<file path="src/rtl/gest_interrup_n.sv">
// gest_interrup_n: N_CH-line edge-latched interrupt manager with fixed priority.
// Nested preemption (priority stack up to DEPTH) is built when GESTINT_NEST_EN is defined.
module gest_interrup_n #(
  parameter int              N_CH       = 4,
  parameter int              PC_W       = 10,
  parameter int              DEPTH      = 4,
  parameter logic [PC_W-1:0] VEC_BASE   = 10'h3C0,
  parameter int              VEC_STRIDE = 8
) (
  input  logic            clk,
  input  logic            reset,
  input  logic [N_CH-1:0] irq,
  input  logic            en_we,
  input  logic [N_CH-1:0] en_d,
  input  logic            ack,
  input  logic            fin,
  output logic            int_req,
  output logic [PC_W-1:0] vector,
  output logic [3:0]      act_ch,
  output logic            busy,
  output logic [3:0]      level,
  output logic            fin_err
);

`ifdef GESTINT_NEST_EN
  localparam int EFF_DEPTH = DEPTH;
  localparam int AW = (DEPTH > 1) ? $clog2(DEPTH) : 1;
  logic [3:0] stk [2**AW];
`else
  localparam int EFF_DEPTH = (DEPTH > 1) ? 1 : DEPTH;
`endif

  logic [N_CH-1:0] pend;
  logic [N_CH-1:0] en;
  logic [N_CH-1:0] irq_prev;
  logic [N_CH-1:0] rise;
  logic [N_CH-1:0] clr;
  logic [3:0]      cand;
  logic [3:0]      pop_ch;
  logic            has_cand;
  logic            take;

  assign rise = irq & ~irq_prev;
  assign busy = |level;

  // Descending scan so the lowest eligible index wins.
  always_comb begin
    has_cand = 1'b0;
    cand     = '0;
    for (int i = N_CH - 1; i >= 0; i--) begin
      if (pend[i] && en[i]) begin
        has_cand = 1'b1;
        cand     = 4'(i);
      end
    end
  end

  always_comb begin
    int_req = has_cand && (level < 4'(EFF_DEPTH));
`ifdef GESTINT_NEST_EN
    int_req = int_req && (!busy || (cand < act_ch));
`else
    int_req = int_req && !busy;
`endif
  end

  assign vector = int_req
    ? PC_W'(32'(VEC_BASE) + 32'(cand) * 32'(VEC_STRIDE))
    : '0;

  // fin has precedence; an ack in the same cycle is dropped.
  assign take = ack && int_req && !fin;

  always_comb begin
    clr = '0;
    for (int i = 0; i < N_CH; i++) begin
      clr[i] = take && (cand == 4'(i));
    end
  end

`ifdef GESTINT_NEST_EN
  assign pop_ch = (level > 4'd1) ? stk[AW'(level - 4'd2)] : 4'd0;
`else
  assign pop_ch = 4'd0;
`endif

  always_ff @(posedge clk) begin
    if (!reset) begin
      pend     <= '0;
      irq_prev <= '0;
      en       <= '1;
      level    <= '0;
      act_ch   <= '0;
      fin_err  <= 1'b0;
`ifdef GESTINT_NEST_EN
      for (int i = 0; i < 2**AW; i++) stk[i] <= '0;
`endif
    end else begin
      irq_prev <= irq;
      pend     <= (pend & ~clr) | rise;
      if (en_we) en <= en_d;
      if (fin) begin
        if (level == 4'd0) begin
          fin_err <= 1'b1;
        end else begin
          level  <= level - 4'd1;
          act_ch <= pop_ch;
        end
      end else if (take) begin
`ifdef GESTINT_NEST_EN
        if (busy) stk[AW'(level - 4'd1)] <= act_ch;
`endif
        act_ch <= cand;
        level  <= level + 4'd1;
      end
    end
  end

endmodule

</file>
<file path="config.mk">
export PLATFORM = sky130hd
export DESIGN_NAME = gest_interrup_n
export DESIGN_NICKNAME = d
export VERILOG_FILES = /design/src/rtl/gest_interrup_n.sv
export SDC_FILE = /design/constraint.sdc
export NUM_CORES = 1
export LEC_CHECK = 0
export CORE_AREA = 8 8 55 57
export DETAILED_ROUTE_END_ITERATION = 6
export DIE_AREA = 0 0 63 65
export GPL_TIMING_DRIVEN = 1
export PLACE_DENSITY = 0.91
export SYNTH_ARGS = -nofsm -noshare
export SYNTH_HDL_FRONTEND = slang
export SYNTH_SLANG_ARGS = --single-unit
</file>
<file path="constraint.sdc">
create_clock -name clk -period 3.4 [get_ports clk]
set_clock_uncertainty 0.05 [all_clocks]
set_input_delay 0.85 -clock clk [delete_from_list [all_inputs] [get_ports clk]]
set_output_delay 0.85 -clock clk [all_outputs]
set_load 0.05 [all_outputs]
</file>
==> results by group <==
Clock tree
  – CTS sink cnt: 19
  – CTS resizes: 0
  – Post-CTS Setup Bufs: 0
  – CTS tree: yes
  – Total CTS buffers: 3
  – H-tree levels: 1
  – Worst-path clk slew: 100 ps
  – Hold buffer count at cts: 0
  – CTS root buf: clkbuf_4
  – Clock Latency Late Sink: 300 ps
  – CTS max path bufs: 2

Synthesis
  – Syn Area/Cell: 9.03 um^2
  – Yosys Warn Count: 0
  – Sequential fraction of the synthesis area: 0.397
  – Synth Cell Area: 957 um^2
  – Mapped Cells: 106
  – Distinct cells, synth: 38
  – #FFs+latches synth: 19

Drt
  – Vias: 810
  – Wire per inst: 13.7 um
  – DRT antenna net count: 0
  – First-iteration detailed-routing DRC count: 43
  – Vias/cell: 5.16
  – First drt pass iteration count: 4
  – Drt total wl: 2150 um
  – DRC: 0

Outcome
  – Outcome: complete, no violations

Critical path
  – Startpoint class of the critical path: flop
  – Crit-path max FO: 6
  – Setup crit end kind: output pin
  – Arrival time at the worst endpoint: 2330 ps
  – Worst reg2reg path startpoint: level[0]$_SDFFE_PN0P_
  – CP max stage delay: 820 ps
  – WP buf/inv: 3
  – Reg2Reg Depth: 6
  – CP delay by family, top: buffers and inverters
  – Total stage count of the critical path: 6
  – Worst setup path startpoint: level[0]$_SDFFE_PN0P_
  – Required time of the critical path: 2500 ps
  – CP max-delay cell: clkdlybuf4s50_1
  – Kind of critical path: reg2out
  – Crit path cell chain: inv_1 -> ha_1 -> nor3b_2 -> inv_2 -> nor2_1 -> clkdlybuf4s50_1

STA
  – FMAX: 0.310 GHz
  – Post-route minimum period: 3230 ps
  – Measured slew at the worst slew-check pin: 700 ps
  – Setup total negative slack: 0 ps
  – Max Transition Viols Final: 0
  – Tcrit/Tclk final: 0.950
  – Unrepaired setup endpoints after global routing: no
  – Final count of hold timing violations: 0
  – Endpoints failing setup: 0
  – Rel. slew slack: 0.532

Cells and area
  – Design area: 1230 um^2
  – Most frequent cells in the layout: clkdlybuf4s50_1, dfxtp_1, nand2_1
  – Nets: 145
  – Most common cell after layout, fill and taps aside: clkdlybuf4s50_1
  – Synth-to-Final Area Change: 28.6%
  – Share of layout cells above drive strength 1: 0.0775
  – # diodes: 0

Global route
  – Grt ovf: 0
  – Gr usage total: 0.105
  – Global-route wire length before repair: 3550 um
  – Initial antenna violation count: 0
  – Pin count of the biggest net entering global routing: 24
  – Vias in the first global route: 796

Placement
  – Buffers added on ports: 27
  – Placed cell area: 1190 um^2
  – RD Place Congestion: 0.934
  – Detailed Place HPWL: 1710 um

Min path
  – Worst min path class: reg2reg
  – Hold path depth: 1
  – Hold_sp: irq_prev[3]$_SDFF_PN0_

Power
  – Leakage power: 0.564 nW
  – Peak VDD IR: 0.502 mV
  – PwrDens: 811 nW/um^2

Die
  – Initial Util: 0.446
  – Area of the core: 2150 um^2
  – # rows: 17
  – Num ports: 34
  – Die Y: 65 um
  – Die width: 63 um
  – Die footprint: 4100 um^2

Flow run
  – Max-cap viol count: 0
## layer usage
| metal | GRT usage | vias up | routed length [um] |
|---|---|---|---|
| met5 | 0 | - | 0 |
| met4 | 0.0798 | 0 | 86 |
| met3 | 0.0344 | 7 | 152 |
| met2 | 0.178 | 28 | 1010 |
| met1 | 0.106 | 380 | 895 |
| li1 | - | 395 | - |
## power by group
group          internal, mW  leakage (nW)  switching, mW  total [mW]
clock network        0.0457        0.0150         0.0668       0.113
logic                 0.196         0.391          0.407       0.604
registers             0.254         0.157         0.0290       0.283
total                 0.496         0.564          0.503       0.999
## worst reg2reg max path, delay by kind of cell, from the launching register on
kind	cells	cell delay [ps]
simple gates	3	850
flops	1	360
fa+ha+maj	1	190
compound gates	1	130
buf+inv	1	110
## cells by family (layout without fill, tap and decap cells)
family                     Yosys count  in the layout  share of synthesized area
AOI/OAI and AO/OA                   18             18                      0.156
and+or+nand+nor                     41             41                      0.235
DFF                                 19             19                      0.397
other                                1              6                    0.00392
xor gates and xnor gates             1              1                    0.00915
adders and majority gates            2              2                     0.0261
buffers and inverters               18             36                      0.110
muxes                                6              6                     0.0627
## stage by stage
stage / total power [mW] / worst slack [ps] / instances / hold WS [ps] / util
5_1_grt: 1.05 / 78.1 / 157 / 399 / 0.573
6_report: 0.999 / 169 / 157 / 388 / 0.573
4_1_cts: 1.01 / 23.9 / 157 / 394 / 0.567
2_1_floorplan: 0.750 / 312 / 111 / 358 / -
3_3_place_gp: 0.883 / 474 / 153 / 366 / 0.555
3_5_place_dp: 0.895 / 366 / 153 / 380 / 0.555
## synth_stat cells (all sizes together)
cell,n,share of area
nor2b,5,0.033
o22ai,1,0.0065
ha,2,0.026
and3,1,0.0078
and2,5,0.034
buf,10,0.078
xor2,1,0.0092
nor4bb,1,0.010
mux2i,6,0.063
conb,1,0.0039
a32o,1,0.010
a22o,2,0.018
o21ai,1,0.0052
a21boi,2,0.016
or4b,1,0.010
and3b,1,0.0092
nand2b,1,0.0065
o21a,2,0.016
o211ai,1,0.0078
inv,5,0.020
nor3b,1,0.013
nand3b,1,0.0078
a22oi,1,0.013
nor3,1,0.0052
dfxtp,19,0.40
a31oi,2,0.029
nand4,2,0.013
o311ai,1,0.0092
nand3,2,0.010
nor2,1,0.0039
a21oi,3,0.016
nand2,18,0.071
a32oi,1,0.0092
clkbuf,3,0.012
## cell type report
cell class                      count  area, um^2
Fill cell                         184         917
Clock buffer                        4        26.3
Tap cell                           28        35.0
Sequential cell                    19         380
Timing Repair Buffer               27         280
Multi-Input combinational cell     74         490
Inverter                            5        18.8
## flip-flops by register name (all words and copies together) (netlist names)
register and flops:
en 4, irq_prev 4, level 4, pend 4, act_ch 2, fin_err 1
## path summary, 6_finish.rpt
check                        to  slack (ps)
max reg2reg  pend[3]$_SDFF_PN0_        1590
min          pend[3]$_SDFF_PN0_         390
max                   vector[4]         170
min reg2reg  pend[3]$_SDFF_PN0_         390
No activity file was read; power rests on OpenSTA's default activity.
